### config.mk
export PLATFORM = sky130hd
export DESIGN_NAME = pipeline_ctrl_flat
export DESIGN_NICKNAME = d
export VERILOG_FILES = /design/src/rtl/pipe_pkg.sv /design/src/rtl/pipeline_ctrl_if.sv /design/src/rtl/pipeline_ctrl_hazard_unit.sv /design/src/rtl/pipeline_ctrl.sv /design/src/flat_wrapper.sv
export SDC_FILE = /design/constraint.sdc
export NUM_CORES = 1
export LEC_CHECK = 0
export ABC_AREA = 1
export BUFFER_PORTS_ARGS = -buffer_cell sky130_fd_sc_hd__buf_2
export CAP_MARGIN = 5
export CORE_AREA = 2 2 51 53
export CTS_BUF_LIST = sky130_fd_sc_hd__clkbuf_2
export DETAILED_ROUTE_END_ITERATION = 8
export DIE_AREA = 0 0 53 55
export PLACE_DENSITY = 0.64
export SLEW_MARGIN = 20
export SYNTH_ARGS = -nofsm -noshare
export SYNTH_HDL_FRONTEND = slang
export SYNTH_SLANG_ARGS = --single-unit
### constraint.sdc
create_clock -name clk -period 1.9 [get_ports clk]
set_input_delay 0.38 -clock clk [delete_from_list [all_inputs] [get_ports clk]]
set_output_delay 0.38 -clock clk [all_outputs]
set_load 0.02 [all_outputs]
### src/rtl/pipe_pkg.sv
// ---------------------------------------------------------------------------
// pipe_pkg
// Shared definitions for the pipeline stall/flush sequencer.
//   state_e        : sequencer state encoding (RUN / MDU_WAIT)
//   REG_ADDR_W_DEF : default register index width
//   CTRL_ZERO      : all-zero decode control bundle driven when a bubble
//                    is inserted into ID/EX
//   bubbleMux      : helper that selects between live control and a bubble
// ---------------------------------------------------------------------------
package pipe_pkg;

  typedef enum logic {
    RUN      = 1'b0,
    MDU_WAIT = 1'b1
  } state_e;

  localparam int REG_ADDR_W_DEF = 5;

  localparam logic [7:0] CTRL_ZERO = 8'h00;

  // The decode stage feeds its control bundle through this when Control_sel
  // is high, so a stalled or flushed slot carries no side effects into EX.
  function automatic logic [7:0] bubbleMux(input logic sel, input logic [7:0] ctrl);
    return sel ? CTRL_ZERO : ctrl;
  endfunction

endpackage

### src/rtl/pipeline_ctrl_if.sv
// ---------------------------------------------------------------------------
// pipeline_ctrl_if
// Groups the hazard inputs, MDU handshake and pipeline enable/flush outputs
// of pipeline_ctrl.
//   slave  modport : seen by pipeline_ctrl (hazard info in, enables out)
//   master modport : seen by the surrounding pipeline / testbench
// Optional macro PIPE_PERF_CNT_EN adds Stall_cycles and Flush_count.
// ---------------------------------------------------------------------------
interface pipeline_ctrl_if #(
  parameter int REG_ADDR_W = pipe_pkg::REG_ADDR_W_DEF
);

  logic [REG_ADDR_W-1:0] RS1_ID;
  logic [REG_ADDR_W-1:0] RS2_ID;
  logic [REG_ADDR_W-1:0] RD_EX;
  logic                  MemRead_EX;
  logic                  Branch_taken_EX;
  logic                  Mdu_op_ID;
  logic                  Mdu_done;

  logic                  PC_write;
  logic                  IF_ID_Write;
  logic                  Control_sel;
  logic                  IF_ID_Flush;
  logic                  ID_EX_Flush;
  logic                  Mdu_start;
  logic                  Mdu_abort;
  logic                  Mdu_timeout;

`ifdef PIPE_PERF_CNT_EN
  logic [31:0]           Stall_cycles;
  logic [31:0]           Flush_count;

  modport slave (
    input  RS1_ID, RS2_ID, RD_EX, MemRead_EX, Branch_taken_EX, Mdu_op_ID, Mdu_done,
    output PC_write, IF_ID_Write, Control_sel, IF_ID_Flush, ID_EX_Flush,
           Mdu_start, Mdu_abort, Mdu_timeout, Stall_cycles, Flush_count
  );

  modport master (
    output RS1_ID, RS2_ID, RD_EX, MemRead_EX, Branch_taken_EX, Mdu_op_ID, Mdu_done,
    input  PC_write, IF_ID_Write, Control_sel, IF_ID_Flush, ID_EX_Flush,
           Mdu_start, Mdu_abort, Mdu_timeout, Stall_cycles, Flush_count
  );
`else
  modport slave (
    input  RS1_ID, RS2_ID, RD_EX, MemRead_EX, Branch_taken_EX, Mdu_op_ID, Mdu_done,
    output PC_write, IF_ID_Write, Control_sel, IF_ID_Flush, ID_EX_Flush,
           Mdu_start, Mdu_abort, Mdu_timeout
  );

  modport master (
    output RS1_ID, RS2_ID, RD_EX, MemRead_EX, Branch_taken_EX, Mdu_op_ID, Mdu_done,
    input  PC_write, IF_ID_Write, Control_sel, IF_ID_Flush, ID_EX_Flush,
           Mdu_start, Mdu_abort, Mdu_timeout
  );
`endif

endinterface

### src/rtl/pipeline_ctrl_hazard_unit.sv
// ---------------------------------------------------------------------------
// hazard_unit
// Combinational load-use detector: the instruction in EX is a load whose
// destination is read by the instruction in decode.
//   rs1_i, rs2_i : decode source registers
//   rd_i         : EX-stage destination register
//   memRead_i    : EX-stage instruction is a load
//   loadUse_o    : decode must stall one cycle
// ---------------------------------------------------------------------------
module hazard_unit
  import pipe_pkg::*;
#(
  parameter int REG_ADDR_W = REG_ADDR_W_DEF
) (
  input  logic [REG_ADDR_W-1:0] rs1_i,
  input  logic [REG_ADDR_W-1:0] rs2_i,
  input  logic [REG_ADDR_W-1:0] rd_i,
  input  logic                  memRead_i,
  output logic                  loadUse_o
);

  // x0 is hardwired to zero, so a load targeting it never creates a hazard.
  always_comb begin
    loadUse_o = memRead_i && (rd_i != '0) && ((rd_i == rs1_i) || (rd_i == rs2_i));
  end

endmodule

### src/rtl/pipeline_ctrl.sv
// ---------------------------------------------------------------------------
// pipeline_ctrl
// Stall/flush sequencer for the 5-stage pipeline. Arbitrates, in priority
// order, a taken branch, a load-use hazard and a multi-cycle MDU operation,
// and runs the MDU start/wait handshake with a watchdog.
//   clk   : pipeline clock
//   reset : asynchronous, active-low reset
//   bus   : pipeline_ctrl_if.slave (hazard inputs, MDU handshake, enables,
//           flush strobes, watchdog flag)
// Parameters: REG_ADDR_W, MDU_TIMEOUT (max wait cycles, >=2), CNT_W
// (watchdog width, must hold MDU_TIMEOUT).
// Optional macro PIPE_PERF_CNT_EN adds saturating Stall_cycles/Flush_count.
// ---------------------------------------------------------------------------
module pipeline_ctrl
  import pipe_pkg::*;
#(
  parameter int REG_ADDR_W  = REG_ADDR_W_DEF,
  parameter int MDU_TIMEOUT = 40,
  parameter int CNT_W       = 6
) (
  input  logic            clk,
  input  logic            reset,
  pipeline_ctrl_if.slave  bus
);

  localparam logic [CNT_W-1:0] CNT_LAST = CNT_W'(MDU_TIMEOUT - 1);

  state_e           stateQ, stateD;
  logic [CNT_W-1:0] cntQ, cntD;
  logic             startQ, startD;
  logic             abortQ, abortD;
  logic             timeoutQ, timeoutD;

  logic             loadUse;
  logic             pcWrite;
  logic             ifIdWrite;
  logic             controlSel;
  logic             ifIdFlush;
  logic             idExFlush;

  hazard_unit #(
    .REG_ADDR_W (REG_ADDR_W)
  ) uHazard (
    .rs1_i     (bus.RS1_ID),
    .rs2_i     (bus.RS2_ID),
    .rd_i      (bus.RD_EX),
    .memRead_i (bus.MemRead_EX),
    .loadUse_o (loadUse)
  );

  // Next-state and pipeline-control decode. In RUN the sources are taken in
  // fixed priority (branch, load-use, MDU). In MDU_WAIT the front end is
  // frozen until the MDU finishes, an older branch kills it, or the watchdog
  // expires. While reset is held the enables show the idle RUN values so the
  // front end is not frozen by stale hazard inputs.
  always_comb begin
    stateD     = stateQ;
    cntD       = cntQ;
    startD     = 1'b0;
    abortD     = 1'b0;
    timeoutD   = timeoutQ;
    pcWrite    = 1'b1;
    ifIdWrite  = 1'b1;
    controlSel = 1'b0;
    ifIdFlush  = 1'b0;
    idExFlush  = 1'b0;

    case (stateQ)
      RUN: begin
        cntD = '0;
        if (bus.Branch_taken_EX) begin
          ifIdFlush  = 1'b1;
          idExFlush  = 1'b1;
          controlSel = 1'b1;
        end else if (loadUse) begin
          pcWrite    = 1'b0;
          ifIdWrite  = 1'b0;
          controlSel = 1'b1;
        end else if (bus.Mdu_op_ID) begin
          pcWrite    = 1'b0;
          ifIdWrite  = 1'b0;
          controlSel = 1'b1;
          startD     = 1'b1;
          stateD     = MDU_WAIT;
        end
      end

      MDU_WAIT: begin
        pcWrite    = 1'b0;
        ifIdWrite  = 1'b0;
        controlSel = 1'b1;
        cntD       = cntQ + CNT_W'(1);
        if (bus.Branch_taken_EX) begin
          ifIdFlush = 1'b1;
          idExFlush = 1'b1;
          pcWrite   = 1'b1;
          ifIdWrite = 1'b1;
          abortD    = 1'b1;
          stateD    = RUN;
        end else if (bus.Mdu_done) begin
          pcWrite    = 1'b1;
          ifIdWrite  = 1'b1;
          controlSel = 1'b0;
          stateD     = RUN;
        end else if (cntQ == CNT_LAST) begin
          ifIdFlush = 1'b1;
          abortD    = 1'b1;
          timeoutD  = 1'b1;
          stateD    = RUN;
        end
      end

      default: begin
        stateD = RUN;
      end
    endcase

    if (!reset) begin
      pcWrite    = 1'b1;
      ifIdWrite  = 1'b1;
      controlSel = 1'b0;
      ifIdFlush  = 1'b0;
      idExFlush  = 1'b0;
    end
  end

  // Sequencer state, watchdog and registered MDU handshake pulses. Reset
  // returns straight to RUN without an abort; the MDU shares the reset line.
  always_ff @(posedge clk or negedge reset) begin
    if (!reset) begin
      stateQ   <= RUN;
      cntQ     <= '0;
      startQ   <= 1'b0;
      abortQ   <= 1'b0;
      timeoutQ <= 1'b0;
    end else begin
      stateQ   <= stateD;
      cntQ     <= cntD;
      startQ   <= startD;
      abortQ   <= abortD;
      timeoutQ <= timeoutD;
    end
  end

  assign bus.PC_write    = pcWrite;
  assign bus.IF_ID_Write = ifIdWrite;
  assign bus.Control_sel = controlSel;
  assign bus.IF_ID_Flush = ifIdFlush;
  assign bus.ID_EX_Flush = idExFlush;
  assign bus.Mdu_start   = startQ;
  assign bus.Mdu_abort   = abortQ;
  assign bus.Mdu_timeout = timeoutQ;

`ifdef PIPE_PERF_CNT_EN
  logic [31:0] stallCntQ;
  logic [31:0] flushCntQ;

  // Saturating performance counters: frozen-PC cycles and IF/ID flush cycles.
  always_ff @(posedge clk or negedge reset) begin
    if (!reset) begin
      stallCntQ <= '0;
      flushCntQ <= '0;
    end else begin
      if (!pcWrite && (stallCntQ != '1)) begin
        stallCntQ <= stallCntQ + 32'd1;
      end
      if (ifIdFlush && (flushCntQ != '1)) begin
        flushCntQ <= flushCntQ + 32'd1;
      end
    end
  end

  assign bus.Stall_cycles = stallCntQ;
  assign bus.Flush_count  = flushCntQ;
`endif

endmodule

### src/flat_wrapper.sv
// flat-port wrapper written by rule: the top's interface ports become plain ports
module pipeline_ctrl_flat import pipe_pkg::*;
#(
  parameter int REG_ADDR_W  = REG_ADDR_W_DEF,
  parameter int MDU_TIMEOUT = 40,
  parameter int CNT_W       = 6
)
  (clk, reset, bus_RS1_ID, bus_RS2_ID, bus_RD_EX, bus_MemRead_EX, bus_Branch_taken_EX, bus_Mdu_op_ID, bus_Mdu_done, bus_PC_write, bus_IF_ID_Write, bus_Control_sel, bus_IF_ID_Flush, bus_ID_EX_Flush, bus_Mdu_start, bus_Mdu_abort, bus_Mdu_timeout);
  pipeline_ctrl_if #(.REG_ADDR_W(REG_ADDR_W)) bus_i ();
  input  logic clk;
  input  logic reset;
  input wire logic [$bits(bus_i.RS1_ID)-1:0] bus_RS1_ID;
  input wire logic [$bits(bus_i.RS2_ID)-1:0] bus_RS2_ID;
  input wire logic [$bits(bus_i.RD_EX)-1:0] bus_RD_EX;
  input wire logic [$bits(bus_i.MemRead_EX)-1:0] bus_MemRead_EX;
  input wire logic [$bits(bus_i.Branch_taken_EX)-1:0] bus_Branch_taken_EX;
  input wire logic [$bits(bus_i.Mdu_op_ID)-1:0] bus_Mdu_op_ID;
  input wire logic [$bits(bus_i.Mdu_done)-1:0] bus_Mdu_done;
  output wire logic [$bits(bus_i.PC_write)-1:0] bus_PC_write;
  output wire logic [$bits(bus_i.IF_ID_Write)-1:0] bus_IF_ID_Write;
  output wire logic [$bits(bus_i.Control_sel)-1:0] bus_Control_sel;
  output wire logic [$bits(bus_i.IF_ID_Flush)-1:0] bus_IF_ID_Flush;
  output wire logic [$bits(bus_i.ID_EX_Flush)-1:0] bus_ID_EX_Flush;
  output wire logic [$bits(bus_i.Mdu_start)-1:0] bus_Mdu_start;
  output wire logic [$bits(bus_i.Mdu_abort)-1:0] bus_Mdu_abort;
  output wire logic [$bits(bus_i.Mdu_timeout)-1:0] bus_Mdu_timeout;
  assign bus_i.RS1_ID = bus_RS1_ID;
  assign bus_i.RS2_ID = bus_RS2_ID;
  assign bus_i.RD_EX = bus_RD_EX;
  assign bus_i.MemRead_EX = bus_MemRead_EX;
  assign bus_i.Branch_taken_EX = bus_Branch_taken_EX;
  assign bus_i.Mdu_op_ID = bus_Mdu_op_ID;
  assign bus_i.Mdu_done = bus_Mdu_done;
  assign bus_PC_write = bus_i.PC_write;
  assign bus_IF_ID_Write = bus_i.IF_ID_Write;
  assign bus_Control_sel = bus_i.Control_sel;
  assign bus_IF_ID_Flush = bus_i.IF_ID_Flush;
  assign bus_ID_EX_Flush = bus_i.ID_EX_Flush;
  assign bus_Mdu_start = bus_i.Mdu_start;
  assign bus_Mdu_abort = bus_i.Mdu_abort;
  assign bus_Mdu_timeout = bus_i.Mdu_timeout;
  pipeline_ctrl #(.REG_ADDR_W(REG_ADDR_W), .MDU_TIMEOUT(MDU_TIMEOUT), .CNT_W(CNT_W)) u_core (.clk(clk), .reset(reset), .bus(bus_i));
endmodule
==> flow_summary_export.csv, run 1 <==
group,metric,value,unit
status,status,"finished, violations left",
status,violations,"negative setup slack",
setup_path,worstSetupStartpointType,"flip-flop",
timing,fin_crit,1.902,ns
floorplan,fp.dieW,53,µm
yosys,ys_types,17,
placement,hpwl,1217,µm
yosys,synth-simple-area-share,33.77,%
setup_path,cpLargestDelayFamily,"simple AND/OR/NAND/NOR gates",
clocking,clock-sinks,10,
power,p_per_area,493.2,nW/µm²
yosys,synthTopCellsByArea,"dfrtp_1, nand2_1, inv_1",
global_route,grt_pass1_vias,746,
floorplan,initial_utilization,28.04,%
placement,dp.cells,162,
timing,period_share,100.1,%
routing,drt-pass1-iter-count,4,
timing,drv_slew,0,
layout,fin_area,947.2,µm²
setup_path,cp_cell_sequence,"ha_2 > nand2_2 > inv_2 > nand4_1 > nor2_2 > nand2_1 > o21ai_1 > buf_4",
setup_path,crit_path_end,"bus_IF_ID_Flush",
timing,hold_viol_final,0,
floorplan,die_h,55,µm
routing,drc_errors,0,
yosys,synth_compound_area_share,9.057,%
timing,finalSetupViolations,1,
global_route,grt_pass1_wl,3008,µm
timing,fmax,525.7,MHz
power,p_leak,0.5980,nW
yosys,async_flop_share,100.0,%
yosys,syn_nets,126,
layout,drive_gt1_share,34.25,%
global_route,antenna_found_initial,0,
clocking,clk_path_buf_depth,2,
yosys,synth_top_family_by_area,"simple AND/OR/NAND/NOR gates",
setup_path,crit_path_end_kind,"output pin",
setup_path,r2r_cells,12,
clocking,numCtsBuffers,3,
routing,routed_wl,1722,µm
setup_path,cpPeakStageDelay,0.37,ns
timing,rsz0062_at_grt,"yes",
setup_path,required,1.52,ns
global_route,grt_use_total,14.33,%
setup_path,cp_max_fo,2,
clocking,htreeDepth,1,
floorplan,die-area,2915,µm²
clocking,hold_buffers,0,
setup_path,cp_slowest_cell,"dfrtp_1",
yosys,ys_top_cells_by_count,"nand2_1, inv_1, nor2_1",
yosys,synthCells,104,
routing,drtAntennaViolNets,0,
layout,nets,169,
clocking,tritoncts,"yes",
job,maxCapViolCount,0,
yosys,synth_enable_flop_cells,0,
placement,placed_cell_area,843.3,µm²
power,total_power,467.1,µW
setup_path,reg2reg_setup_slack,0.14,ns
floorplan,ios,29,
yosys,syn_area,663.1,µm²
floorplan,placementRows,18,
layout,area_growth,42.83,%
yosys,synth.largest_area_cell,"dfrtp_1",
timing,worstMarginPinSlew,0.1865,ns
global_route,overflow,0,
yosys,synth.most_common_cell,"nand2_1",
yosys,seq_area_frac_synth,37.74,%
yosys,synthXorXnorAreaFrac,2.642,%
floorplan,core-area,2365,µm²
layout,antennaDiodeCount,0,
clocking,cts.clk_slew.worst_paths,0.10,ns
yosys,syn-mean-instance-area,6.376,µm²
yosys,synth.top_cell.area_share,37.74,%
placement,port_buffers,28,
routing,first_iter_violations,14,
yosys,ys_ff_latch,10,
setup_path,reg2reg_from,"u_core.cntQ[1]",
placement,gp_congestion,0.8439,
power,irDropWorstVdd,0.0003419,V
setup_path,crit_type,"reg2out",
setup_path,cp-startpoint,"u_core.cntQ[1]",
yosys,synthMuxAreaShare,0,%
timing,maxSlewHeadroom,87.56,%
clocking,cts_root_buf,"clkbuf_2",
timing,worst_slack,-0.002277,ns
clocking,clk_latency,0.25,ns
setup_path,critical_path_depth,8,
yosys,synth_warnings,0,
global_route,grt_max_degree,11,
yosys,ys.flop_type,"dfrtp_1",
routing,vias_per_cell,4.301,
yosys,synthAdderAreaFrac,1.887,%
routing,via_count,757,
routing,wl_per_cell,9.784,µm
timing,finClkSkew,0.004831,ns
setup_path,path_buf_inv,2,
setup_path,cp.arrival,1.52,ns
layout,fin_cells,176,
setup_path,regToRegEndpoint,"u_core.stateQ",
min_path,hp-class,"in2async",
-- state kept, by name, indices dropped and copies added (netlist names) --
name and cells:
u_core.cntQ 6, u_core.bus.Mdu_abort 1, u_core.stateQ 1, u_core.bus.Mdu_timeout 1, u_core.bus.Mdu_start 1
-- power breakdown --
group / internal, mW / switching, mW
logic: 0.0522 / 0.0721
registers: 0.220 / 0.00343
clock network: 0.0457 / 0.0733
total: 0.318 / 0.149
-- how the worst min path moves through the flow --
stage          start                    to  slack (ns)  cells after the start
2_1_floorplan  reset  u_core.bus.Mdu_abort        0.08                      0
3_3_place_gp   reset        u_core.cntQ[3]        0.36                      2
3_5_place_dp   reset        u_core.cntQ[5]        0.37                      2
4_1_cts        reset        u_core.cntQ[3]        0.07                      2
5_1_grt        reset        u_core.cntQ[3]        0.08                      2
6_report       reset        u_core.cntQ[3]        0.08                      2
-- timing repair --
item | 4_1_cts | 5_1_grt
setup buffers | 10 | 2
endpoints found under the setup margin | 1 | 2
resized for setup | 5 | 1
pin swaps | 5 | 4
-- cells in the final DEF, fill, tap and decap left out, drive strengths merged --
cell and count:
a21oi 4, a31o 1, a31oi 1, and3 1
buf 40, clkbuf 3, clkinv 1, dfrtp 10
ha 1, inv 23, nand2 33, nand3 5
nand4 3, nor2 12, nor3 1, o21ai 5
xnor2 2
-- area by class of cell --
class | count | area [µm²]
sequential | 10 | 250.2
inverter | 23 | 86.33
timing repair buffer | 40 | 232.7
clock inverter | 1 | 3.754
fill | 260 | 1418
tap | 30 | 37.54
multi-input combinational | 69 | 321.6
clock buffer | 3 | 15.01
-- per-layer routing --
layer / track usage (%) / vias to the layer above / share of wire (%)
met5: 0 / - / 0
met4: 5.128 / 0 / 1.2
met3: 3.495 / 2 / 4.4
met2: 27.92 / 21 / 53
met1: 14.90 / 334 / 41
li1: - / 400 / -
-- stage by stage --
stage | TNS (ns) | setup slack [ns] | hold slack (ns) | utilization, %
floorplan | 0 | 0.1213 | 0.08441 | -
global placement | 0 | 0.2461 | 0.3633 | 35.66
detailed placement | 0 | 0.2006 | 0.3691 | 35.66
CTS | -0.02650 | -0.02650 | 0.07384 | 39.95
global route | -0.1564 | -0.1564 | 0.07589 | 40.05
finish | -0.002277 | -0.002277 | 0.08149 | 40.05
-- cell families (layout without fill, tap and decap cells) --
| logic type | Yosys count | after routing |
|---|---|---|
| buffers and inverters | 25 | 67 |
| adders and majority gates | 1 | 1 |
| and+or+nand+nor | 55 | 55 |
| AOI/OAI and AO/OA | 11 | 11 |
| xor gates and xnor gates | 2 | 2 |
| DFF | 10 | 10 |
No activity file was read; power rests on OpenSTA's default activity.
==> run 2: changes to the inputs <==
CORE_AREA = 2 2 52 54   (was 2 2 51 53)
DIE_AREA = 0 0 54 56   (was 0 0 53 55)
SYNTH_HIERARCHICAL = 1   (was not set)
==> run 2 against run 1 <==
Compared with the run above: the run now ends clean; synthesized area increased by 6.0%; clock-buffer cell count stayed put; sequential share of layout area fell by 0.55 points; synthesized cell count rose by 3.8%; power up 2.7%; maximum frequency increased by 2.5%; hold slack gained 0.014 ns; register-to-register slack improved by 0.69 ns; largest power group unchanged.
==> flow_summary_export.csv, run 2 <==
group,metric,value,unit
setup_path,crit_type,"in2out",
yosys,synthCells,108,
yosys,synth-simple-area-share,34.88,%
setup_path,cp_slowest_cell,"a21oi_2",
power,p_per_area,495.9,nW/µm²
timing,fin_crit,1.857,ns
yosys,synth.most_common_cell,"nand2_1",
yosys,synth_top_family_by_area,"simple AND/OR/NAND/NOR gates",
yosys,syn-mean-instance-area,6.511,µm²
setup_path,crit_top_cell,"nand2_1",
power,irDropWorstVdd,0.0002770,V
clocking,htreeDepth,1,
layout,fin_cells,171,
clocking,clk_latency,0.24,ns
yosys,synth_compound_area_share,9.609,%
clocking,clock-sinks,10,
placement,gp_congestion,0.7266,
layout,nets,164,
power,p_leak,0.5414,nW
yosys,synth.largest_area_cell,"dfrtp_1",
setup_path,worstSetupStartpointType,"input port",
global_route,overflow,0,
yosys,ys_top_cells_by_count,"nand2_1, inv_1, nor2_1",
setup_path,reg2reg_from,"u_core/cntQ[0]",
routing,wl_per_cell,9.439,µm
setup_path,cpLargestDelayFamily,"simple AND/OR/NAND/NOR gates",
floorplan,ios,29,
clocking,clk_path_buf_depth,2,
routing,drc_errors,0,
timing,worstMarginPinSlew,0.2963,ns
floorplan,die_h,56,µm
setup_path,cp-startpoint,"bus_RD_EX[2]",
setup_path,cp_cell_sequence,"buf_4 > nand2_1 > nand2_1 > nor2_1 > nand3_1 > a21oi_2 > nor2_1 > nand2_1 > o21ai_2 > nor2_1 > nand2_1 > buf_6",
global_route,antenna_found_initial,0,
yosys,ys_ff_latch,10,
layout,fin_area,967.2,µm²
setup_path,cp.arrival,1.48,ns
floorplan,initial_utilization,28.91,%
yosys,ys_types,19,
clocking,hold_buffers,0,
yosys,syn_nets,130,
layout,final_common_cell,"nand2_1",
clocking,numCtsBuffers,3,
setup_path,crit_path_end_kind,"output pin",
global_route,grt_use_total,11.74,%
yosys,seq_area_frac_synth,35.59,%
min_path,hp-class,"in2async",
yosys,synth_warnings,6,
floorplan,fp.dieW,54,µm
yosys,ys.flop_type,"dfrtp_1",
routing,via_count,740,
yosys,synthXorXnorAreaFrac,3.737,%
placement,placed_cell_area,873.3,µm²
setup_path,required,1.52,ns
routing,vias_per_cell,4.327,
global_route,grt_max_degree,11,
clocking,cts_root_buf,"clkbuf_2",
routing,drt-pass1-iter-count,4,
layout,largest_register_ffs,6,
setup_path,cpPeakStageDelay,0.16,ns
floorplan,placementRows,18,
timing,drv_slew,0,
yosys,synthTopCellsByArea,"dfrtp_1, nand2_1, inv_1",
timing,worst_slack,0.04328,ns
placement,hpwl,1319,µm
timing,period_share,97.72,%
yosys,synthAdderAreaFrac,1.779,%
yosys,async_flop_share,100.0,%
timing,rsz0062_at_grt,"yes",
clocking,cts.clk_slew.worst_paths,0.10,ns
yosys,synthMuxAreaShare,0,%
setup_path,path_buf_inv,2,
yosys,synth.top_cell.area_share,35.59,%
layout,mostFrequentLayoutCells,"nand2_1, buf_2, inv_1",
placement,port_buffers,28,
routing,drtAntennaViolNets,0,
timing,maxSlewHeadroom,80.25,%
routing,first_iter_violations,11,
job,maxCapViolCount,0,
timing,finalSetupViolations,0,
layout,antennaDiodeCount,0,
yosys,syn_area,703.2,µm²
setup_path,reg2reg_setup_slack,0.83,ns
placement,post-place-ws,0.01849,ns
global_route,grt_pass1_wl,2725,µm
clocking,tritoncts,"yes",
timing,finClkSkew,0.0006802,ns
setup_path,cp_max_fo,3,
global_route,grt_pass1_vias,682,
layout,largest-register,"u_core/cntQ",
status,status,"finished, final reports clean",
timing,hold_viol_final,0,
timing,fmax,538.6,MHz
yosys,synth_enable_flop_cells,0,
placement,dp.cells,165,
layout,drive_gt1_share,35.46,%
layout,area_growth,37.54,%
routing,routed_wl,1614,µm
floorplan,die-area,3024,µm²
floorplan,core-area,2432,µm²
## run 2: path summary, 6_finish.rpt
path,to,cells after the start
worst max-delay path,bus_IF_ID_Write,12
worst min-delay path,u_core/bus.Mdu_timeout,2
worst max register to register,u_core/bus.Mdu_abort,5
worst min register to register,u_core/bus.Mdu_timeout,2
max in group asynchronous,u_core/cntQ[3],2
min in group clk,u_core/stateQ,4
## run 2: kinds of logic (layout without fill, tap and decap cells)
family,after synthesis,count (layout)
flip-flops,10,10
adder cells (fa/ha/maj),1,1
buffers and inverters,25,58
AO/OA/AOI/OAI,12,12
XOR/XNOR,3,3
AND/OR/NAND/NOR,57,57
## run 2: power by group
part | switching [mW] | leakage, nW | internal (mW)
clock network | 0.0707 | 0.0140 | 0.0457
logic | 0.0719 | 0.396 | 0.0629
registers | 0.00808 | 0.131 | 0.220
## run 2: timing repair
item                                    4_1_cts  5_1_grt
resized for setup                             0       20
setup buffers                                 0        2
endpoints found under the setup margin        0        4
## run 2: per-layer routing
metal / wire (µm) / global-route usage, % / part of all wire [%] / vias up
li1: - / - / - / 394
met5: 0 / 0 / 0 / -
met2: 821 / 20.56 / 51 / 22
met4: 10 / 3.214 / 0.62 / 0
met3: 124 / 4.301 / 7.7 / 2
met1: 657 / 12.81 / 41 / 322
## run 2: final cells by class
type                            instances  area (µm²)
Clock inverter                          1       3.754
Timing Repair Buffer                   31       214.0
Fill cell                             262        1465
Inverter                               23       86.33
Sequential cell                        10       250.2
Tap cell                               30       37.54
Clock buffer                            3       15.01
Multi-Input combinational cell         73       360.3
## run 2: stage by stage
| stage | hold WS (ns) | utilization, % | setup TNS [ns] | power [mW] |
|---|---|---|---|---|
| 6_report | 0.09575 | 39.76 | 0 | 0.4797 |
| 5_1_grt | 0.08185 | 39.76 | -0.1846 | 0.5144 |
| 4_1_cts | 0.07842 | 36.68 | 0 | 0.4684 |
| 3_5_place_dp | 0.3655 | 35.91 | 0 | 0.3477 |
| 3_3_place_gp | 0.3620 | 35.91 | 0 | 0.3446 |
| 2_1_floorplan | 0.08441 | - | 0 | 0.2987 |
## run 2: worst reg2reg max path, delay by kind of cell, from the launching register on
family | cells | cell delay [ns]
DFF | 1 | 0.38
AOI/OAI and AO/OA | 1 | 0.11
adders and majority gates | 1 | 0.22
and+or+nand+nor | 3 | 0.29
==> run 3: changes to the inputs <==
clock period = 1.72 ns   (was 1.9 ns; I/O delays follow)
==> run 3 against run 2 <==
Compared with the run above: the run now ends with negative setup slack left; cell area up 8.3%; routed wire length up 5.6%; register-to-register slack worse by 0.23 ns; clock skew up 0.0022 ns.
==> flow_summary_export.csv, run 3 (synthesis gave the netlist of run 2 again) <==
group,metric,value,unit
status,status,"finished, violations left",
status,violations,"negative setup slack",
layout,nets,166,
layout,antennaDiodeCount,0,
timing,worst_slack,-0.03104,ns
timing,hold_ws,0.07768,ns
routing,wl_per_cell,9.913,µm
routing,routed_wl,1705,µm
layout,drive_gt1_share,39.44,%
power,irDropWorstVdd,0.0003669,V
setup_path,worstSetupStartpointType,"input port",
floorplan,die_h,56,µm
placement,dp.cells,165,
floorplan,fp.dieW,54,µm
global_route,grt_max_degree,11,
min_path,hp-class,"in2async",
routing,via_count,766,
setup_path,reg2reg_from,"u_core/cntQ[0]",
setup_path,crit_path_end_kind,"output pin",
global_route,grt_pass1_vias,727,
routing,drc_errors,0,
floorplan,initial_utilization,28.91,%
setup_path,cp.arrival,1.41,ns
clocking,clk_latency,0.24,ns
clocking,hold_buffers,0,
placement,port_buffers,28,
layout,fill_cells,256,
layout,largest_register_ffs,6,
placement,hpwl,1289,µm
timing,rsz0062_at_grt,"yes",
setup_path,required,1.38,ns
timing,finClkSkew,0.002919,ns
routing,drtAntennaViolNets,0,
timing,fin_crit,1.751,ns
timing,finalSetupViolations,2,
global_route,grt_pass1_wl,2760,µm
clocking,numCtsBuffers,3,
setup_path,crit_type,"in2out",
floorplan,core-area,2432,µm²
layout,largest-register,"u_core/cntQ",
floorplan,placementRows,18,
layout,final_common_cell,"nand2_1",
layout,area_growth,48.93,%
global_route,antenna_found_initial,0,
routing,drt-pass1-iter-count,4,
global_route,grt_use_total,12.11,%
floorplan,ios,29,
timing,worstMarginPinSlew,0.2873,ns
clocking,clk_path_buf_depth,2,
clocking,cts.clk_slew.worst_paths,0.09,ns
setup_path,regToRegEndpoint,"u_core/bus.Mdu_abort",
setup_path,cp_max_fo,3,
job,maxCapViolCount,0,
clocking,cts_root_buf,"clkbuf_2",
layout,multi_input_area,387.9,µm²
timing,fmax,571.1,MHz
layout,fin_cells,172,
global_route,overflow,0,
timing,maxSlewHeadroom,80.85,%
clocking,clock-sinks,10,
timing,drv_slew,0,
clocking,htreeDepth,1,
timing,finalSetupTns,-0.06108,ns
power,p_leak,0.5639,nW
routing,vias_per_cell,4.453,
power,total_power,540.3,µW
layout,mostFrequentLayoutCells,"nand2_1, inv_1, buf_2",
timing,hold_viol_final,0,
setup_path,r2r_cells,6,
timing,period_share,101.8,%
power,p_per_area,516.0,nW/µm²
routing,first_iter_violations,10,
placement,gp_congestion,0.7294,
clocking,tritoncts,"yes",
floorplan,die-area,3024,µm²
setup_path,reg2reg_setup_slack,0.60,ns
placement,post-place-ws,-0.09825,ns
layout,seq_area,250.2,µm²
[run 3: worst max-delay path by stage]
stage	cells after the start	startpoint	to	slack, ns
floorplan	12	bus_RS1_ID[2]	bus_PC_write	0.01
CTS	11	bus_RS2_ID[0]	bus_IF_ID_Write	-0.09
detailed placement	13	bus_RD_EX[1]	bus_IF_ID_Write	-0.1
finish	13	bus_RD_EX[2]	bus_IF_ID_Write	-0.03
global placement	13	bus_RD_EX[1]	bus_IF_ID_Write	-0.06
global route	13	bus_RD_EX[2]	bus_PC_write	-0.17
[run 3: layout make-up]
cell class	count	area share, %
inverter	23	8.722
timing repair buffer	33	25.33
tap	30	3.584
sequential	10	23.89
clock buffer	3	1.434
multi-input combinational	73	37.04
[run 3: stage by stage]
step	utilization, %	cell area [µm²]
after detailed placement	35.91	873.3
after global routing	43.06	1047
final	43.06	1047
after global placement	35.91	873.3
after floorplan	-	703.2
after CTS	38.99	948.4
[run 3: timing repair]
item                                    in CTS  in global routing
endpoints found under the setup margin       4                  4
buffers inserted                             1                  3
pin swaps                                    7                 13
resized for setup                           15                 20
cloned                                       0                  0
[run 3: per-layer routing]
layer  GRT usage (%)  wire length [µm]
met1           12.97               704
met5               0                 0
met4           4.286                17
met3           3.763               123
met2           21.43               860
[run 3: worst max-delay path, cell delays in order]
cell	delay [ns]
buf_8	0.08
inv_4	0.03
nand2_2	0.05
nand2_1	0.05
nor2_1	0.10
nand3_1	0.09
a21oi_2	0.15
nor2_1	0.05
nand2_1	0.06
o21ai_2	0.06
nor2_1	0.09
nand2_1	0.10
buf_6	0.14
[run 3: power breakdown]
group          internal (mW)  switching [mW]  total (mW)
clock                 0.0476          0.0720       0.120
sequential             0.243         0.00988       0.253
combinational         0.0828          0.0847       0.167
total                  0.374           0.167       0.540
